[config.mk]
export PLATFORM = sky130hd
export DESIGN_NAME = osc_pattern_gen
export DESIGN_NICKNAME = d
export VERILOG_FILES = /design/src/rtl/osc_pattern_gen.sv
export SDC_FILE = /design/constraint.sdc
export NUM_CORES = 1
export LEC_CHECK = 0
export ABC_CLOCK_PERIOD_IN_PS = 3000
export CORE_MARGIN = 2
export CORE_UTILIZATION = 45
export DETAILED_ROUTE_END_ITERATION = 16
export DONT_BUFFER_PORTS = 1
export GPL_TIMING_DRIVEN = 0
export PLACE_DENSITY = 0.71
export SETUP_SLACK_MARGIN = 0.4
export SYNTH_ARGS = -nofsm -noshare
export SYNTH_HDL_FRONTEND = slang
export SYNTH_SLANG_ARGS = --single-unit
export TNS_END_PERCENT = 1
[constraint.sdc]
create_clock -name i_clk -period 3 [get_ports i_clk]
set_input_delay 0.3 -clock i_clk [delete_from_list [all_inputs] [get_ports i_clk]]
set_output_delay 0.3 -clock i_clk [all_outputs]
set_load 0.03 [all_outputs]
[src/rtl/osc_pattern_gen.sv]
// Burst oscillator that drives a pattern detector's A input: BURST+1 slots of HALF_PER cycles.
// Optional macro OSC_GEN_BRK_EN adds input i_brk to suppress individual toggles.
module osc_pattern_gen #(
  parameter int unsigned HALF_PER = 2,
  parameter int unsigned BURST    = 4
) (
  input  logic       i_clk,
  input  logic       i_rst,
  input  logic       i_start,
  input  logic       i_init_lvl,
  input  logic       i_abort,
`ifdef OSC_GEN_BRK_EN
  input  logic       i_brk,
`endif
  output logic       o_a_out,
  output logic       o_busy,
  output logic       o_done,
  output logic [7:0] o_slot_cnt
);

  localparam logic [7:0] PhaseLast = 8'(HALF_PER - 1);
  localparam logic [7:0] BurstLen  = 8'(BURST);

  typedef enum logic [1:0] {StIdle, StRun, StDone} state_e;

  state_e     r_state;
  state_e     w_state_next;
  logic [7:0] r_phase;
  logic [7:0] r_slot_cnt;
  logic       r_a_out;
  logic       w_boundary;
  logic       w_last;
  logic       w_toggle;
  logic       w_launch;

  assign w_boundary = (r_phase == PhaseLast);
  assign w_last     = w_boundary && (r_slot_cnt == BurstLen);
  assign w_launch   = i_start && !i_abort;

`ifdef OSC_GEN_BRK_EN
  assign w_toggle = !i_brk;
`else
  assign w_toggle = 1'b1;
`endif

  always_ff @(posedge i_clk) begin
    if (i_rst) begin
      r_state <= StIdle;
    end else begin
      r_state <= w_state_next;
    end
  end

  always_comb begin
    w_state_next = r_state;
    unique case (r_state)
      StIdle: if (w_launch) w_state_next = StRun;
      StRun: begin
        // Abort takes priority over a slot boundary on the same edge.
        if (i_abort) begin
          w_state_next = StIdle;
        end else if (w_last) begin
          w_state_next = StDone;
        end
      end
      StDone:  w_state_next = StIdle;
      default: w_state_next = StIdle;
    endcase
  end

  always_ff @(posedge i_clk) begin
    if (i_rst) begin
      r_a_out    <= 1'b0;
      r_phase    <= 8'd0;
      r_slot_cnt <= 8'd0;
    end else begin
      unique case (r_state)
        StIdle: begin
          if (w_launch) begin
            r_a_out    <= i_init_lvl;
            r_phase    <= 8'd0;
            r_slot_cnt <= 8'd0;
          end
        end
        StRun: begin
          if (!i_abort) begin
            if (!w_boundary) begin
              r_phase <= r_phase + 8'd1;
            end else if (!w_last) begin
              // Slot count advances even when the toggle is suppressed.
              if (w_toggle) r_a_out <= !r_a_out;
              r_slot_cnt <= r_slot_cnt + 8'd1;
              r_phase    <= 8'd0;
            end else begin
              r_phase <= 8'd0;
            end
          end
        end
        default: begin
        end
      endcase
    end
  end

  always_comb begin
    o_busy     = (r_state == StRun);
    o_done     = (r_state == StDone);
    o_a_out    = r_a_out;
    o_slot_cnt = r_slot_cnt;
  end

endmodule

# Word level (Yosys, flattened, before mapping)
# Cells that the tools add are included.
word_totals:
  output_inout_bits: 11
  in_bits: 5
  elab_cells: 41
  regBits: 19
classes:
  eq_ne: 9
  n_mux: 17
  reduce_logical: 9
  addsub: 2
ops:
  columns: ["operator", "n"]
  rows:
  - ["2-to-1 mux 8 bit", 6]
  - ["case mux 8 bit (2 select lines)", 2]
  - ["adder 8 x 1 -> 8 bit (second input constant)", 2]
  - ["== test 8 x 1 -> 1 bit (second input constant)", 1]
  - ["== test 8 x 3 -> 1 bit (second input constant)", 1]
  - ["2-to-1 mux 2 bit", 3]
  - ["!= test 2 bit (second input constant)", 3]
  - ["AND reduction 5 bit", 1]
  - ["2-to-1 mux 1 bit", 4]
  - ["case mux 2 bit (2 select lines)", 1]
  - ["!= test 3 x 2 -> 1 bit (second input constant)", 1]
  - ["AND reduction 3 bit", 1]
  - ["== test 2 x 1 -> 1 bit (second input constant)", 1]
  - ["== test 2 bit (second input constant)", 1]
  - ["logical AND 1 bit", 2]
  - ["logical NOT 1 bit", 2]
  - ["logical NOT 2 bit", 1]
  - ["!= test 2 x 1 -> 1 bit (second input constant)", 1]
  - ["case mux 1 bit (2 select lines)", 1]
  - ["AND reduction 2 bit", 1]
  - ["nonzero test 2 bit", 1]

# Longest topological paths before layout
# Gate-level depths: netlist of the first run.
depth:
  word_depth: 6
  mapped_depth: 7
  depth_no_buf: 6

# Worst setup path after synthesis of the first run
# Ideal clock, no wire load.
synth_path:
  path_kind: "reg2reg"
  from: "reg r_slot_cnt[0] (netlist: o_slot_cnt[0])"
  to: "reg r_slot_cnt[4] (netlist: o_slot_cnt[4])"
  path_stages_with_launch: 6
  synth_period_minus_slack_ps: 1665
  setup_time_ps: 119
  n_path_buf: 0
  arrival_time_ps: 1546
  slack_ps: 1335
  cell_sequence: "dfxtp_1 ha_1 nor4b_1 nand4_1 a21boi_0 o21bai_1"
synth_via:
  elab_chain_cells: 5
synth_lines:
  columns: ["element", "line_no", "rtl"]
  rows:
  - ["from (decl)", "29", "logic [7:0] r_slot_cnt;"]
  - ["from (signal assigned)", "92", "r_slot_cnt <= r_slot_cnt + 8'd1;"]
  - ["adder 8 x 1 -> 8 bit", "92", null]
  - ["2-to-1 mux 8 bit", "89", "end else if (!w_last) begin"]
  - ["2-to-1 mux 8 bit", "87", "if (!w_boundary) begin"]
  - ["2-to-1 mux 8 bit", "86", "if (!i_abort) begin"]
  - ["case mux 8 bit (2 select lines)", "77", "unique case (r_state)"]
# Several ways; a longest one is shown, not always the timed one. The select of a mux whose other input is x is not followed.
# A chain may end at the register's enable or synchronous reset.

# Worst setup path after layout of the first run
# Same ends and word-level chain as after synthesis.

==> flow_summary.yaml, run 1 <==
placement:
  io_buffer_count: 0
  place_congestion: 0.793
  place_ws_ns: 1.15
  hpwl_um: 1700
  dpl-instance-area_sq_um: 1120
  dp_cells: 154
synthesis:
  yosys.area.top_type_share: 0.351
  synth_area_per_cell_sq_um: 8.61
  syn_inst: 126
  yosys_warnings: 0
  synth-seq-area-share: 0.351
  synth-seq-cells: 19
  synth_area_leaders: "dfxtp_1 35%, xnor2_1 5.7%, a31oi_1 5.2%"
  synth_nets: 135
  yosysTopAreaCell: "dfxtp_1"
  synth_cell_types: 38
  syn_area_sq_um: 1080
detailed_routing:
  drc_errors: 0
  drt_iter0_drc: 15
  ant_nets: 0
  vias: 932
  routed_via_density: 5.90
  wl_um: 2320
  post_drt_wl_per_cell_um: 14.7
  dr.pass1.iters: 4
layout:
  layout_common_cells: "19 x dfxtp_1, 14 x nor2_1, 9 x inv_1, 9 x nand2_1, 9 x a31oi_1"
  stdcell_area_sq_um: 1150
  nets: 140
  fillers: 237
  antennaDiodeCount: 0
  layout_commonest_cell: "dfxtp_1"
  fin_util: 0.508
  area_delta_synth_final_pct: 5.65
  stdcell_count: 158
  drive_above_1_share: 0.0923
grt:
  overflow: 0
  grt_pass1_vias: 863
  grt_max_degree: 11
  antenna_found_initial: 0
  grt_pass1_wl_um: 3860
  grt_use_total: 0.188
clocking:
  cts_made_buffers: 3
  post_cts_buffers: 0
  cts_tree: "built"
  root_buffer: "clkbuf_4"
  clock_latency_ns: 0.30
  cts.reportedPaths.clkPinSlew_ns: 0.11
  clockBufferDepth: 2
  clock_sink_count: 19
  hold_buffers: 0
  h-tree-depth: 1
  cts_resized: 0
timing:
  worst_slew_margin_rel: 0.614
  hold_viol: 0
  period_share: 0.641
  slew_viol_final: 0
  fin_skew_ns: 0.00372
  rsz0062_at_grt: "false"
  period_needed_ns: 1.92
  worst_pin_slew_ns: 0.577
  finalSetupTns_ns: 0
  timing.fmax_ghz: 0.520
  layout_setup_ws_ns: 1.08
  setup_violations: 0
floorplanning:
  dieArea_sq_um: 2820
  die_h_um: 53.1
  start_util: 0.481
  die_x_um: 53.1
  rows: 17
  io_pins: 16
  core_region_area_sq_um: 2250
worst_setup_path:
  critical_path_arrival_ns: 2.12
  rrSetupSlack_ns: 1.08
  cp.required_ns: 3.20
  worstSetupPathType: "reg -> reg"
  r2r-start: "o_slot_cnt[0]$_SDFFE_PP0P_"
  startpoint_type: "register"
  end_kind: "register"
  cp_max_fo: 7
  r2r-end: "o_slot_cnt[4]$_SDFFE_PP0P_"
  r2r_cells: 5
hold_path:
  hold_class: "in -> reg"
  worstHoldEndpoint: "o_a_out$_SDFFE_PP0P_"
  min-delay-start: "i_rst"
  hold_depth: 1
power_and_ir_drop:
  irDropWorstVdd_uv: 259
  p_leak_nw: 0.354
  power.density_nw_per_um2: 407
job:
  cap_viol_max_count: 0
run_status:
  status: "completed"
==> sequential cells by signal, summed over array words and instances, names as in the netlist <==
register / flops
o_slot_cnt: 8
r_phase: 8
r_state: 2
o_a_out: 1
==> cells in the mapped netlist (all sizes together) <==
cell type and instances:
dfxtp 19, nor2 15, a31oi 9, inv 9
nand2 9, xnor2 7, o21ai 6, nand4 5
nor4 5, ha 4, nand3 4, nor4b 4
nor3 3, a21oi 2, a41oi 2, buf 2
o211ai 2, o31ai 2, o32a 2, or2 2
a211oi 1, a21boi 1, a311oi 1, and2 1
and3 1, and3b 1, and4b 1, clkbuf 1
nand2b 1, nand4b 1, nor2b 1, nor3b 1
o21bai 1
==> routing by layer <==
layer  up-vias  wire [um]  track usage
met4         0         31       0.0983
met5         -          0            0
li1        476          -            -
met3         4         63       0.0311
met2        15       1160        0.304
met1       437       1070        0.237
==> cell type report <==
class,count,area (sq um),share of cell area
clock buffer,4,26.3,0.0229
sequential,19,380,0.332
multi-input combinational,95,644,0.562
tap,28,35.0,0.0306
inverter,9,33.8,0.0295
buffer,3,26.3,0.0229
==> worst max-delay path by stage <==
| stage | startpoint | end | slack (ns) | cells after the start |
|---|---|---|---|---|
| after floorplan | o_slot_cnt[0]$_SDFFE_PP0P_ | o_slot_cnt[4]$_SDFFE_PP0P_ | 1.33 | 5 |
| final | o_slot_cnt[0]$_SDFFE_PP0P_ | o_slot_cnt[4]$_SDFFE_PP0P_ | 1.08 | 5 |
| after CTS | o_slot_cnt[0]$_SDFFE_PP0P_ | o_slot_cnt[4]$_SDFFE_PP0P_ | 1.12 | 5 |
| after global placement | o_slot_cnt[0]$_SDFFE_PP0P_ | o_slot_cnt[4]$_SDFFE_PP0P_ | 1.12 | 5 |
| after global routing | o_slot_cnt[0]$_SDFFE_PP0P_ | o_slot_cnt[6]$_SDFFE_PP0P_ | 0.95 | 5 |
| after detailed placement | o_slot_cnt[0]$_SDFFE_PP0P_ | o_slot_cnt[4]$_SDFFE_PP0P_ | 1.15 | 5 |
==> worst max-delay path, cell delays in order, from the launching register on <==
cell and delay, ns:
dfxtp_1 0.64, ha_1 0.27, nor4b_1 0.44, nand4_1 0.18
a21boi_0 0.21, o21bai_1 0.08
==> cells by family (layout without fill, tap and decap cells) <==
| family | count (synthesis) | in the layout | synth area share |
|---|---|---|---|
| buffers and inverters | 12 | 16 | 0.0554 |
| AOI/OAI and AO/OA | 29 | 29 | 0.187 |
| DFF | 19 | 19 | 0.351 |
| xor gates and xnor gates | 7 | 7 | 0.0565 |
| adders and majority gates | 4 | 4 | 0.0461 |
| and+or+nand+nor | 55 | 55 | 0.305 |
==> stage by stage <==
step	power [mW]	hold slack (ns)
floorplan	0.325	0.369
global placement	0.336	0.372
detailed placement	0.337	0.381
CTS	0.467	0.0542
global route	0.487	0.0366
finish	0.466	0.0533
==> power by group <==
group,internal [mW],switching (mW)
logic,0.0223,0.0334
clock network,0.0519,0.0817
registers,0.259,0.0181
Note: power is estimated with default switching activity, not from simulation.
==> run 2, diff against run 1 <==
--- a/config.mk
+++ b/config.mk
@@ -5,13 +5,14 @@
 export SDC_FILE = /design/constraint.sdc
 export NUM_CORES = 1
 export LEC_CHECK = 0
-export ABC_CLOCK_PERIOD_IN_PS = 3000
+export ABC_AREA = 1
+export ABC_CLOCK_PERIOD_IN_PS = 1700
 export CORE_MARGIN = 2
 export CORE_UTILIZATION = 45
 export DETAILED_ROUTE_END_ITERATION = 16
 export DONT_BUFFER_PORTS = 1
 export GPL_TIMING_DRIVEN = 0
-export PLACE_DENSITY = 0.71
+export PLACE_DENSITY = 0.73
 export SETUP_SLACK_MARGIN = 0.4
 export SYNTH_ARGS = -nofsm -noshare
 export SYNTH_HDL_FRONTEND = slang
==> constraint.sdc (replaced) <==
create_clock -name i_clk -period 1.7 [get_ports i_clk]
set_input_delay 0.17 -clock i_clk [delete_from_list [all_inputs] [get_ports i_clk]]
set_output_delay 0.17 -clock i_clk [all_outputs]
set_load 0.03 [all_outputs]
==> run 2 against run 1 <==
Net effect: synthesized cell count up 36%; worst hold slack better by 0.040 ns; register-to-register slack worse by 0.76 ns; critical path depth up 2; largest cell class unchanged; critical path type unchanged; maximum frequency up 39%; global-route usage up 0.10 points; die area up 5.3%; via count up 15%; count of clock-buffer cells in the layout unchanged; final cell count up 34%; non-clock buffer count up 5.
==> flow_summary.yaml, run 2 <==
placement:
  place_congestion: 0.896
  hpwl_um: 1770
  io_buffer_count: 0
  dpl-instance-area_sq_um: 1200
worst_setup_path:
  crit_family: "flip-flops"
  critPathBufInv: 0
  critical_path_arrival_ns: 1.60
  max_stage_delay_ns: 0.46
  startpoint: "o_slot_cnt[1]$_SDFFE_PP0P_"
  r2r-end: "o_slot_cnt[4]$_SDFFE_PP0P_"
  cp_max_fo: 5
  r2r_cells: 7
  critical_path.cell_chain: "ha_4, nand2_2, o21bai_1, o21ai_0, nor2_1, nand3_1, a21oi_1"
  startpoint_type: "register"
  rrSetupSlack_ns: 0.32
  r2r-start: "o_slot_cnt[1]$_SDFFE_PP0P_"
  worstSetupPathType: "reg -> reg"
  worst_path_max_delay_cell: "dfxtp_4"
  cp.required_ns: 1.92
  end_kind: "register"
power_and_ir_drop:
  irDropWorstVdd_uv: 490
  p_leak_nw: 0.513
  power.density_nw_per_um2: 560
synthesis:
  synth_area_leaders: "dfxtp_1 33%, nand2_1 14%, nor2_1 9.5%"
  synth-edff-count: 0
  synth-seq-cells: 19
  synth_area_per_cell_sq_um: 6.71
  yosys_most_used_dff: "dfxtp_1"
  synth_common_cells: "42 x nand2_1, 29 x nor2_1, 21 x inv_1, 19 x dfxtp_1, 12 x nand3_1"
  synth-async-reset-ratio: 0
  syn_inst: 171
  synth-seq-area-share: 0.332
  yosys.area.top_type_share: 0.332
  yosysMostFrequentCell: "nand2_1"
  synth_nets: 180
  yosys_warnings: 0
  synth_cell_types: 27
  syn_area_sq_um: 1150
  yosysTopAreaCell: "dfxtp_1"
layout:
  drive_above_1_share: 0.337
  antennaDiodeCount: 0
  area_delta_synth_final_pct: 25.7
  layout_common_cells: "37 x nand2_1, 21 x nor2_1, 18 x inv_1, 9 x nand3_1"
  nets: 191
  stdcell_area_sq_um: 1440
  layout_commonest_cell: "nand2_1"
timing:
  hold_viol: 0
  setup_violations: 0
  timing.fmax_ghz: 0.724
  fin_skew_ns: 0.00277
  rsz0062_at_grt: "true"
  period_needed_ns: 1.38
  slew_viol_final: 0
  period_share: 0.812
  finalSetupTns_ns: 0
  worst_slew_margin_rel: 0.732
  worst_pin_slew_ns: 0.401
floorplanning:
  dieArea_sq_um: 2970
  start_util: 0.467
  core_region_area_sq_um: 2450
  die_x_um: 54.5
  die_h_um: 54.5
  io_pins: 16
  rows: 18
detailed_routing:
  drc_errors: 0
  wl_um: 2570
  drt_iter0_drc: 18
  routed_via_density: 5.08
  ant_nets: 0
  post_drt_wl_per_cell_um: 12.2
  dr.pass1.iters: 4
  vias: 1072
hold_path:
  hold_depth: 3
  worstHoldEndpoint: "r_state[1]$_SDFFE_PP0P_"
  min-delay-start: "i_abort"
  hold_class: "in -> reg"
clocking:
  hold_buffers: 0
  clock_sink_count: 19
  cts_made_buffers: 3
  cts.reportedPaths.clkPinSlew_ns: 0.11
  h-tree-depth: 1
  clock_latency_ns: 0.29
  clockBufferDepth: 2
  cts_tree: "built"
  root_buffer: "clkbuf_4"
grt:
  antenna_found_initial: 0
  grt_use_total: 0.189
  grt_max_degree: 11
  overflow: 0
  grt_pass1_vias: 999
  grt_pass1_wl_um: 4020
run_status:
  status: "completed"
job:
  cap_viol_max_count: 0
## run 2: worst max path at each step
stage | depth (start not counted) | end
floorplan | 8 | o_slot_cnt[7]$_SDFFE_PP0P_
global placement | 7 | o_slot_cnt[7]$_SDFFE_PP0P_
detailed placement | 7 | o_slot_cnt[6]$_SDFFE_PP0P_
CTS | 10 | o_slot_cnt[5]$_SDFFE_PP0P_
global route | 10 | o_slot_cnt[5]$_SDFFE_PP0P_
finish | 7 | o_slot_cnt[4]$_SDFFE_PP0P_
## run 2: final cells by class
| class | count | area (sq um) |
|---|---|---|
| tap | 30 | 37.5 |
| sequential | 19 | 413 |
| fill | 221 | 1010 |
| multi-input combinational | 126 | 807 |
| inverter | 24 | 95.1 |
| clock buffer | 4 | 26.3 |
| timing repair buffer | 6 | 48.8 |
| buffer | 2 | 15.0 |
## run 2: worst register-to-register path, stage by stage, from the launching register on
cell and delay, ns:
dfxtp_4 0.46, ha_4 0.16, nand2_2 0.08, o21bai_1 0.16
o21ai_0 0.10, nor2_1 0.11, nand3_1 0.09, a21oi_1 0.15
## run 2: logic make-up (layout without fill, tap and decap cells)
group | Yosys count | after routing | synth area share
compound gates | 18 | 18 | 0.0960
xor+xnor | 3 | 3 | 0.0229
fa+ha+maj | 4 | 4 | 0.0436
buf+inv | 26 | 36 | 0.0916
flops | 19 | 19 | 0.332
simple gates | 101 | 101 | 0.414
## run 2: layer usage
layer	wire (um)	track usage	vias to the layer above
li1	-	-	560
met2	1350	0.349	12
met1	1110	0.206	494
met4	41	0.0958	0
met3	65	0.0273	6
met5	0	0	-
## run 2: report_power, final
part | switching [mW] | internal, mW
combinational | 0.0805 | 0.0452
clock | 0.136 | 0.0913
sequential | 0.0116 | 0.443
## run 2: timing repair
| action | CTS | global route |
|---|---|---|
| hold endpoints to repair | 0 | 0 |
| resized for setup | 31 | 20 |
| buffers inserted | 5 | 1 |
| pin swaps | 8 | 6 |
| endpoints found under the setup margin | 18 | 18 |
## run 2: metrics by stage
stage,utilization,hold slack [ns],instances,setup WS [ns],power (mW)
2_1_floorplan,-,0.374,171,0.387,0.552
3_3_place_gp,0.489,0.384,201,0.219,0.569
3_5_place_dp,0.489,0.387,201,0.148,0.572
4_1_cts,0.558,0.0651,210,0.319,0.818
5_1_grt,0.588,0.0815,211,0.241,0.850
6_report,0.588,0.0937,211,0.319,0.808
==> run 3, diff against run 2 <==
--- a/config.mk
+++ b/config.mk
@@ -5,14 +5,14 @@
 export SDC_FILE = /design/constraint.sdc
 export NUM_CORES = 1
 export LEC_CHECK = 0
-export ABC_AREA = 1
-export ABC_CLOCK_PERIOD_IN_PS = 1700
+export ABC_AREA = 0
+export ABC_CLOCK_PERIOD_IN_PS = 1300
 export CORE_MARGIN = 2
 export CORE_UTILIZATION = 45
 export DETAILED_ROUTE_END_ITERATION = 16
 export DONT_BUFFER_PORTS = 1
 export GPL_TIMING_DRIVEN = 0
-export PLACE_DENSITY = 0.73
+export PLACE_DENSITY = 0.71
 export SETUP_SLACK_MARGIN = 0.4
 export SYNTH_ARGS = -nofsm -noshare
 export SYNTH_HDL_FRONTEND = slang
==> constraint.sdc (replaced) <==
create_clock -name i_clk -period 1.3 [get_ports i_clk]
set_input_delay 0.13 -clock i_clk [delete_from_list [all_inputs] [get_ports i_clk]]
set_output_delay 0.13 -clock i_clk [all_outputs]
set_load 0.03 [all_outputs]
==> run 3 against run 2 <==
Net effect: the run now ends with setup timing left; sequential power rose by 39%; combinational power rose by 34%; register-to-register slack got worse by 0.57 ns; clock power rose by 33%; sequential cell count did not move; first-iteration DRC count fell by 28%; worst setup slack got worse by 0.57 ns; design area fell by 6.9%; utilization rose by 0.83 points; count of clock-buffer cells in the layout fell by 1; critical endpoint unchanged; highest routed layer unchanged.
==> flow_summary.yaml, run 3 (same netlist as run 1, synthesis figures left out) <==
floorplanning:
  rows: 17
  start_util: 0.481
  io_pins: 16
  core_region_area_sq_um: 2250
  die_h_um: 53.1
  dieArea_sq_um: 2820
  die_x_um: 53.1
power_and_ir_drop:
  power.density_nw_per_um2: 822
  power_switching_uw: 326
  intPower_uw: 779
  p_comb_frac: 0.153
  p_leak_nw: 0.417
  irDropWorstVdd_uv: 472
  clkPwrFrac: 0.274
  switching_share: 0.295
  seqPwrFrac: 0.573
layout:
  area_delta_synth_final_pct: 23.9
  drive_above_1_share: 0.331
  stdcell_area_sq_um: 1340
  stdcell_count: 164
  layout_commonest_cell: "nor2_1"
  antennaDiodeCount: 0
  layout_common_cells: "13 x nor2_1, 10 x dfxtp_4, 9 x nand2_1, 9 x a31oi_1"
  nets: 146
timing:
  worst_slew_margin_rel: 0.700
  worst_pin_slew_ns: 0.450
  rsz0062_at_grt: "true"
  slew_viol_final: 0
  setup_violations: 19
  holdWs_ns: 0.0614
  hold_viol: 0
  period_needed_ns: 1.55
  period_share: 1.19
  layout_setup_ws_ns: -0.250
  timing.fmax_ghz: 0.645
  fin_skew_ns: 0.00551
  finalSetupTns_ns: -3.36
clocking:
  root_buffer: "clkbuf_4"
  cts.reportedPaths.clkPinSlew_ns: 0.11
  h-tree-depth: 1
  clock_latency_ns: 0.31
  clock_sink_count: 19
  cts_made_buffers: 3
  cts_tree: "built"
  clockBufferDepth: 2
worst_setup_path:
  critPathBufInv: 3
  worst_path_max_delay_cell: "dfxtp_2"
  worstSetupPathType: "reg -> reg"
  max_stage_delay_ns: 0.36
  critical_path_arrival_ns: 1.76
  crit_family: "simple AND/OR/NAND/NOR gates"
  critical_path.cell_chain: "inv_2, ha_4, nor4b_4, buf_4, buf_4, nand4_1, a21boi_1, o21bai_1"
  cp_max_fo: 5
  startpoint_type: "register"
  end_kind: "register"
  cpMostUsedCell: "buf_4"
  cp.required_ns: 1.51
detailed_routing:
  drc_errors: 0
  drt_iter0_drc: 13
  post_drt_wl_per_cell_um: 15.7
  ant_nets: 0
  wl_um: 2580
  dr.pass1.iters: 4
  vias: 1013
  routed_via_density: 6.18
grt:
  overflow: 0
  grt_pass1_wl_um: 4200
  antenna_found_initial: 0
  grt_use_total: 0.209
  grt_max_degree: 12
  grt_pass1_vias: 963
placement:
  place_ws_ns: -0.283
  dpl-instance-area_sq_um: 1170
  dp_cells: 154
  place_congestion: 0.882
  hpwl_um: 1780
  io_buffer_count: 0
hold_path:
  hold_class: "in -> reg"
job:
  cap_viol_max_count: 0
run_status:
  status: "finished, violations left"
  violations: "setup timing"
==> run 3: worst register-to-register path, stage by stage (launching register included) <==
cell      delay, ns
dfxtp_2        0.36
inv_2          0.06
ha_4           0.11
nor4b_4        0.28
buf_4          0.17
buf_4          0.11
nand4_1        0.12
a21boi_1       0.17
o21bai_1       0.07
==> run 3: routing by layer <==
metal / part of all wire / vias up / wire, um / GRT usage
met5: 0 / - / 0 / 0
met4: 0.024 / 0 / 61 / 0.137
met3: 0.059 / 7 / 152 / 0.0565
met2: 0.48 / 36 / 1240 / 0.327
met1: 0.44 / 482 / 1130 / 0.249
li1: - / 488 / - / -
==> run 3: path summary, 6_finish.rpt <==
check | start | end | slack, ns | depth (start not counted)
worst max register to register | r_phase[1]$_SDFFE_PP0P_ | o_slot_cnt[4]$_SDFFE_PP0P_ | -0.25 | 8
worst min register to register | r_phase[1]$_SDFFE_PP0P_ | r_phase[1]$_SDFFE_PP0P_ | 0.54 | 2
worst min-delay path | i_rst | o_slot_cnt[3]$_SDFFE_PP0P_ | 0.06 | 3
worst max-delay path | r_phase[1]$_SDFFE_PP0P_ | o_slot_cnt[4]$_SDFFE_PP0P_ | -0.25 | 8
==> run 3: power groups by stage <==
| stage | combinational [mW] | clock, mW | sequential, mW |
|---|---|---|---|
| 3_5_place_dp | 0.129 | 0 | 0.657 |
| 5_1_grt | 0.190 | 0.346 | 0.636 |
| 6_report | 0.169 | 0.303 | 0.633 |
| 4_1_cts | 0.147 | 0.321 | 0.635 |
| 2_1_floorplan | 0.109 | 0 | 0.650 |
| 3_3_place_gp | 0.129 | 0 | 0.655 |
==> run 3: repair_timing <==
item | in CTS | in global routing
hold endpoints to repair | 2 | 0
hold buffers | 1 | 0
resized for setup | 22 | 14
buffers inserted | 3 | 2
setup endpoints to repair | 29 | 30
pin swaps | 6 | 2
==> run 3: final cells by class <==
type | count | area, sq um
repair buffers | 6 | 47.5
clock buffers | 3 | 22.5
multi-input cells | 95 | 744
flip-flops and latches | 19 | 420
well taps | 28 | 35.0
clock inverters | 1 | 5.00
fillers | 197 | 911
plain buffers | 3 | 27.5
inverters | 9 | 41.3
==> run 3: through the flow <==
stage	util	power, mW
after global placement	0.518	0.785
final	0.596	1.10
after CTS	0.568	1.10
after global routing	0.596	1.17
after floorplan	-	0.758
after detailed placement	0.518	0.787
